--- src/rtl/btn_led_ctrl_pkg.sv ---
// Shared definitions for the front-panel button/LED controller: LED mode encoding
// and small helpers used by the controller and by any block that decodes mode.
package btn_led_ctrl_pkg;

    localparam int MODE_W = 2;

    typedef logic [MODE_W-1:0] mode_t;

    localparam mode_t MODE_OFF  = 2'd0;
    localparam mode_t MODE_ON   = 2'd1;
    localparam mode_t MODE_SLOW = 2'd2;
    localparam mode_t MODE_FAST = 2'd3;

    // Width of a counter that runs 0..term and never wraps beyond term.
    function automatic int cnt_width(input int term);
        return (term < 1) ? 1 : $clog2(term + 1);
    endfunction

    // OFF -> ON -> SLOW -> FAST -> OFF; the 2-bit add wraps FAST back to OFF.
    function automatic mode_t next_mode(input mode_t m);
        return m + mode_t'(1);
    endfunction

    function automatic logic led_drive(input mode_t m, input logic slow_phase,
                                       input logic fast_phase);
        case (m)
            MODE_OFF:  return 1'b0;
            MODE_ON:   return 1'b1;
            MODE_SLOW: return slow_phase;
            // NOTE: a default arm keeps every decode total, so nothing using it can infer a latch.
            default:   return fast_phase;
        endcase
    endfunction

endpackage

--- src/rtl/btn_debounce.sv ---
// One button channel: two-flop synchroniser, tick-based debounce and a single-cycle
// pulse when the accepted level rises.
module btn_debounce
    import btn_led_ctrl_pkg::*;
#(
    parameter int DEBOUNCE_US = 10_000
)
(
    input  logic clk,
    input  logic rst,
    input  logic i_btn,
    input  logic i_every_us,
    output logic o_pressed
);

    localparam int              DB_W    = cnt_width(DEBOUNCE_US - 1);
    localparam logic [DB_W-1:0] DB_TERM = DB_W'(DEBOUNCE_US - 1);

    logic            r_sync1;
    logic            r_sync2;
    logic            r_stable;
    logic            r_pressed;
    logic [DB_W-1:0] r_cnt;
    logic            w_accept;

    // NOTE: sequential state uses non-blocking assignments so every flop samples pre-edge values.
    always_ff @(posedge clk or negedge rst) begin
        if (!rst) begin
            r_sync1 <= 1'b0;
            r_sync2 <= 1'b0;
        end else begin
            r_sync1 <= i_btn;
            r_sync2 <= r_sync1;
        end
    end

    assign w_accept = i_every_us && (r_cnt == DB_TERM) && (r_sync2 != r_stable);

    // Any return to the accepted level clears the count, so a bounce restarts the wait.
    always_ff @(posedge clk or negedge rst) begin
        if (!rst) begin
            r_stable  <= 1'b0;
            r_cnt     <= '0;
            r_pressed <= 1'b0;
        end else begin
            r_pressed <= w_accept && r_sync2;
            if (r_sync2 == r_stable) begin
                r_cnt <= '0;
            end else if (i_every_us) begin
                if (r_cnt == DB_TERM) begin
                    r_stable <= r_sync2;
                    r_cnt    <= '0;
                end else begin
                    r_cnt <= r_cnt + DB_W'(1);
                end
            end
        end
    end

    assign o_pressed = r_pressed;

endmodule

--- src/rtl/btn_led_ctrl.sv ---
// Front-panel controller: owns the 1 us / 1 ms tick chain, debounces CHANNELS buttons
// and steps each channel's LED mode on every accepted press.
module btn_led_ctrl
    import btn_led_ctrl_pkg::*;
#(
    parameter int CHANNELS      = 3,
    parameter int CLK_HZ        = 12_000_000,
    parameter int DEBOUNCE_US   = 10_000,
    parameter int MS_DIV        = 1000,
    parameter int BLINK_SLOW_MS = 500,
    parameter int BLINK_FAST_MS = 125
)
(
    input  logic                       clk,
    input  logic                       rst,
    input  logic [CHANNELS-1:0]        btn,
    output logic                       every_us,
    output logic [CHANNELS-1:0]        pressed,
    output logic [MODE_W*CHANNELS-1:0] mode,
    output logic [CHANNELS-1:0]        led
);

    localparam int TICK_DIV = CLK_HZ / 1_000_000;
    localparam int US_W     = cnt_width(TICK_DIV - 1);
    localparam int MS_W     = cnt_width(MS_DIV - 1);
    localparam int SLOW_W   = cnt_width(BLINK_SLOW_MS - 1);
    localparam int FAST_W   = cnt_width(BLINK_FAST_MS - 1);

    localparam logic [US_W-1:0]   US_TERM   = US_W'(TICK_DIV - 1);
    localparam logic [MS_W-1:0]   MS_TERM   = MS_W'(MS_DIV - 1);
    localparam logic [SLOW_W-1:0] SLOW_TERM = SLOW_W'(BLINK_SLOW_MS - 1);
    localparam logic [FAST_W-1:0] FAST_TERM = FAST_W'(BLINK_FAST_MS - 1);

    if (CLK_HZ % 1_000_000 != 0) begin : g_bad_clk
        $error("btn_led_ctrl: CLK_HZ must be an integer multiple of 1 MHz");
    end
    if (CHANNELS < 1 || CHANNELS > 16) begin : g_bad_channels
        $error("btn_led_ctrl: CHANNELS must be in 1..16");
    end

    logic [US_W-1:0]   r_us_cnt;
    logic [MS_W-1:0]   r_ms_cnt;
    logic [SLOW_W-1:0] r_slow_cnt;
    logic [FAST_W-1:0] r_fast_cnt;
    logic              r_slow_phase;
    logic              r_fast_phase;
    logic              w_every_us;
    logic              w_ms_tick;
    logic [CHANNELS-1:0]              w_pressed;
    logic [CHANNELS-1:0][MODE_W-1:0]  r_mode;
    logic [CHANNELS-1:0]              r_led;

    assign w_every_us = (r_us_cnt == US_TERM);
    assign w_ms_tick  = w_every_us && (r_ms_cnt == MS_TERM);

    always_ff @(posedge clk or negedge rst) begin
        if (!rst) begin
            r_us_cnt <= '0;
            r_ms_cnt <= '0;
        end else begin
            r_us_cnt <= w_every_us ? '0 : r_us_cnt + US_W'(1);
            if (w_every_us) begin
                r_ms_cnt <= (r_ms_cnt == MS_TERM) ? '0 : r_ms_cnt + MS_W'(1);
            end
        end
    end

    // Blink phases free-run from reset so every blinking channel shares one phase.
    always_ff @(posedge clk or negedge rst) begin
        if (!rst) begin
            r_slow_cnt   <= '0;
            r_fast_cnt   <= '0;
            r_slow_phase <= 1'b0;
            r_fast_phase <= 1'b0;
        end else if (w_ms_tick) begin
            if (r_slow_cnt == SLOW_TERM) begin
                r_slow_cnt   <= '0;
                r_slow_phase <= ~r_slow_phase;
            end else begin
                r_slow_cnt <= r_slow_cnt + SLOW_W'(1);
            end
            if (r_fast_cnt == FAST_TERM) begin
                r_fast_cnt   <= '0;
                r_fast_phase <= ~r_fast_phase;
            end else begin
                r_fast_cnt <= r_fast_cnt + FAST_W'(1);
            end
        end
    end

    for (genvar i = 0; i < CHANNELS; i++) begin : g_ch
        btn_debounce #(
            .DEBOUNCE_US (DEBOUNCE_US)
        ) u_debounce (
            .clk        (clk),
            .rst        (rst),
            .i_btn      (btn[i]),
            .i_every_us (w_every_us),
            .o_pressed  (w_pressed[i])
        );
    end

    // NOTE: the mode array is control state, not storage, so it is reset like any other flop.
    always_ff @(posedge clk or negedge rst) begin
        if (!rst) begin
            r_mode <= '0;
            r_led  <= '0;
        end else begin
            for (int i = 0; i < CHANNELS; i++) begin
                if (w_pressed[i]) begin
                    r_mode[i] <= next_mode(r_mode[i]);
                end
                r_led[i] <= led_drive(r_mode[i], r_slow_phase, r_fast_phase);
            end
        end
    end

    assign every_us = w_every_us;
    assign pressed  = w_pressed;
    assign mode     = r_mode;
    assign led      = r_led;

endmodule

--- config.mk ---
export PLATFORM = sky130hd
export DESIGN_NAME = btn_led_ctrl
export DESIGN_NICKNAME = d
export VERILOG_FILES = /design/src/rtl/btn_led_ctrl_pkg.sv /design/src/rtl/btn_debounce.sv /design/src/rtl/btn_led_ctrl.sv
export SDC_FILE = /design/constraint.sdc
export NUM_CORES = 1
export LEC_CHECK = 0
export CORE_MARGIN = 2
export CORE_UTILIZATION = 50
export DETAILED_ROUTE_END_ITERATION = 8
export DONT_BUFFER_PORTS = 1
export HOLD_SLACK_MARGIN = 0.08
export PLACE_DENSITY_LB_ADDON = 0.1
export SLEW_MARGIN = 20
export SYNTH_ARGS = -nofsm -noshare
export SYNTH_HDL_FRONTEND = slang
export SYNTH_HIERARCHICAL = 1
export SYNTH_SLANG_ARGS = --single-unit
--- constraint.sdc ---
create_clock -name clk -period 3.35 [get_ports clk]
set_input_delay 0.1675 -clock clk [delete_from_list [all_inputs] [get_ports clk]]
set_output_delay 0.1675 -clock clk [all_outputs]
set_load 0.02 [all_outputs]
==> impl_metrics.ini <==
[routing]
avgViaCountPerCell = 5.94
first_pass_iters = 4
antenna_left = 0
drt_iter0_markers = 155
drt_wl_total_mm = 9.96
route.detailed.wl_per_inst_um = 15.2
num_vias = 3877
drc = 0

[setup_path]
crit_type = reg2reg
r2r_cells = 4
cp.required_ns = 3.61
rr_endpoint = g_ch[2].u_debounce/r_cnt[1]
crit_path_max_incr_delay_ns = 0.77
timing.rr.start = g_ch[2].u_debounce/r_cnt[11]
worstPathArrival_ns = 2.61
setup.worst_path.start_class = flip-flop
endpoint_kind = flip-flop
critPathTopFamily = simple AND/OR/NAND/NOR gates
critPathMaxFanout = 17
reg2reg_slack_ns = 1.00
crit_slowest_cell = nor4_4
worstPathCellList = or4_4 > nor4_4 > nor2_1 > a22o_1
crit_buf_inv = 0

[layout]
final_common_cell = dfrtp_1
syn_to_final_growth_pct = 5.86
n_antenna_cell = 0
nFillCells = 872
drive_gt1_share_pct = 7.12
layout_common_cells = dfrtp_1, nand2_1, nor2_1
nets = 540

[place]
port_buffers = 0
dp_hpwl_mm = 6.62
gp_congestion = 0.848
pre_cts_slack_ns = 1.03

[die]
die_h_um = 105
initial_utilization_pct = 51.9
io_pins = 18
rows = 36
core_area_um2 = 9860
die_area_um2 = 11100
fp.dieW_um = 105

[synthesis]
syn_nets = 539
ys_ff_latch = 95
ys_async_sr_fraction_pct = 100
yosys_warnings = 6
yosysTopAreaCell = dfrtp_1
synth_seq_area_share_pct = 46.4
synth_area_um2 = 5120
syn_avg_cell_area_um2 = 9.97
synth_flop_cell = dfrtp_1
synth_top_cell_area_share_pct = 46.4
synth-edff-count = 0
synthCells = 514
ys_types = 49
synthTopCellsByArea = dfrtp_1, ha_1, nand2_1

[hold_path]
min_to = g_ch[0].u_debounce/r_sync2
hold_path_class = reg2reg
holdPathStages = 0
hp-start = g_ch[0].u_debounce/r_sync1

[clock_tree]
clock-root-buffer = clkbuf_8
path_clk_slew_ns = 0.09
cts_tree = done
htree_num_levels = 3
clock_path_buffers = 2
insertion_delay_ns = 0.37
numClockSinks = 95
cts_made_buffers = 9

[timing]
fin_skew_ns = 0.00833
slew_violations = 0
max_freq_mhz = 426
finalHoldViolations = 0
rsz0062_at_grt = false
min_period_over_period_pct = 70.0
max_slew_margin_pct = 42.6
tns_ns = 0
setup_viol = 0
period_needed_ns = 2.35
fin_ws_ns = 1.00
tightest_slew_ns = 0.855

[global_routing]
grt_pass1_vias = 3701
grt_first_pass_wirelength_mm = 17.4
antenna_found_initial = 0
grt.overflow.total = 0
grt_max_degree = 96
grtUsageTotal_pct = 19.2

[power]
ir_drop_uv = 235
leakage_nw = 2.28
power_per_cell_area_nw_per_um2 = 348

[run]
cap_viol_max_count = 0

[run_status]
status = finished, final reports clean
==> report_power, final <==
| part | switching (W) | internal (W) | leakage, nW |
|---|---|---|---|
| Clock | 0.000392 | 0.000289 | 0.0853 |
| Combinational | 0.0000355 | 0.0000131 | 0.896 |
| Sequential | 0.00000716 | 0.00115 | 1.30 |
| Total | 0.000435 | 0.00145 | 2.28 |
==> registers in the layout, indices dropped and copies added (netlist names) <==
name / count
r_us_cnt: 4
mode: 6
r_ms_cnt: 10
g_ch.u_debounce/r_sync1: 3
g_ch.u_debounce/o_pressed: 3
r_fast_cnt: 7
led: 3
r_slow_cnt: 9
g_ch.u_debounce/r_stable: 3
g_ch.u_debounce/r_sync2: 3
r_slow_phase: 1
g_ch.u_debounce/r_cnt: 42
r_fast_phase: 1
==> stage by stage <==
| step | total power [W] | hold slack [ns] | utilization (%) | area, um^2 | std cells |
|---|---|---|---|---|---|
| 2_1_floorplan | 0.00119 | -0.128 | - | 5120 | 514 |
| 3_3_place_gp | 0.00120 | -0.125 | 52.5 | 5180 | 632 |
| 4_1_cts | 0.00193 | 0.334 | 55.0 | 5420 | 653 |
| 5_1_grt | 0.00197 | 0.338 | 55.0 | 5420 | 653 |
| 3_5_place_dp | 0.00120 | -0.125 | 52.5 | 5180 | 632 |
| 6_report | 0.00189 | 0.356 | 55.0 | 5420 | 653 |
==> layout make-up <==
| cell class | count | area [um^2] | area share [%] |
|---|---|---|---|
| clock buffers | 11 | 141 | 2.61 |
| multi-input cells | 386 | 2560 | 47.3 |
| well taps | 133 | 166 | 3.07 |
| clock inverters | 5 | 33.8 | 0.623 |
| repair buffers | 5 | 67.6 | 1.25 |
| flip-flops and latches | 95 | 2380 | 43.8 |
| inverters | 18 | 72.6 | 1.34 |
==> metal layers <==
layer  wire length [um]  track usage (%)  share of wire, %
met1               4780             25.6                48
met5                  0                0                 0
met2               4630             30.8                46
met4                114             6.10               1.1
met3                430             4.76               4.3
==> worst max path at each step <==
stage	from	to	slack, ns	cells past startpoint
6_report	g_ch[2].u_debounce/r_cnt[11]	g_ch[2].u_debounce/r_cnt[1]	1.00	4
5_1_grt	r_us_cnt[0]	r_fast_cnt[5]	0.83	6
4_1_cts	r_us_cnt[0]	r_fast_cnt[5]	1.02	6
3_5_place_dp	g_ch[2].u_debounce/r_cnt[11]	g_ch[2].u_debounce/r_cnt[1]	1.03	4
3_3_place_gp	g_ch[2].u_debounce/r_cnt[11]	g_ch[2].u_debounce/r_cnt[1]	1.10	4
2_1_floorplan	g_ch[0].u_debounce/r_cnt[11]	g_ch[0].u_debounce/r_cnt[7]	1.46	5
==> logic make-up (layout without fill, tap and decap cells) <==
kind of cell	after synthesis	in the layout	synth area share (%)
multiplexers	6	6	1.27
AO/OA/AOI/OAI	104	104	14.1
adder cells (fa/ha/maj)	20	20	4.88
buffers and inverters	33	39	3.54
flip-flops	95	95	46.4
XOR/XNOR	23	23	3.93
AND/OR/NAND/NOR	233	233	25.9
==> timing repair <==
action | in CTS | in global routing
hold endpoints to repair | 98 | 0
hold buffers | 5 | 0
setup endpoints to repair | 0 | 0
buffers inserted | 0 | 0
resized for setup | 0 | 0
==> cell usage after synthesis (11+ instances only) <==
| library cell | number |
|---|---|
| dfrtp_1 | 95 |
| a21oi_1 | 17 |
| nand4_1 | 17 |
| o21ai_0 | 15 |
| a22o_1 | 12 |
| xnor2_1 | 12 |
| inv_1 | 17 |
| xor2_1 | 11 |
| o31ai_1 | 15 |
| ha_1 | 20 |
| nor3b_1 | 15 |
| nand2_1 | 60 |
| nor2_1 | 27 |
| and3_1 | 11 |
| nor3_1 | 22 |
| nand3_1 | 19 |
(Power assumes the default switching activity.)
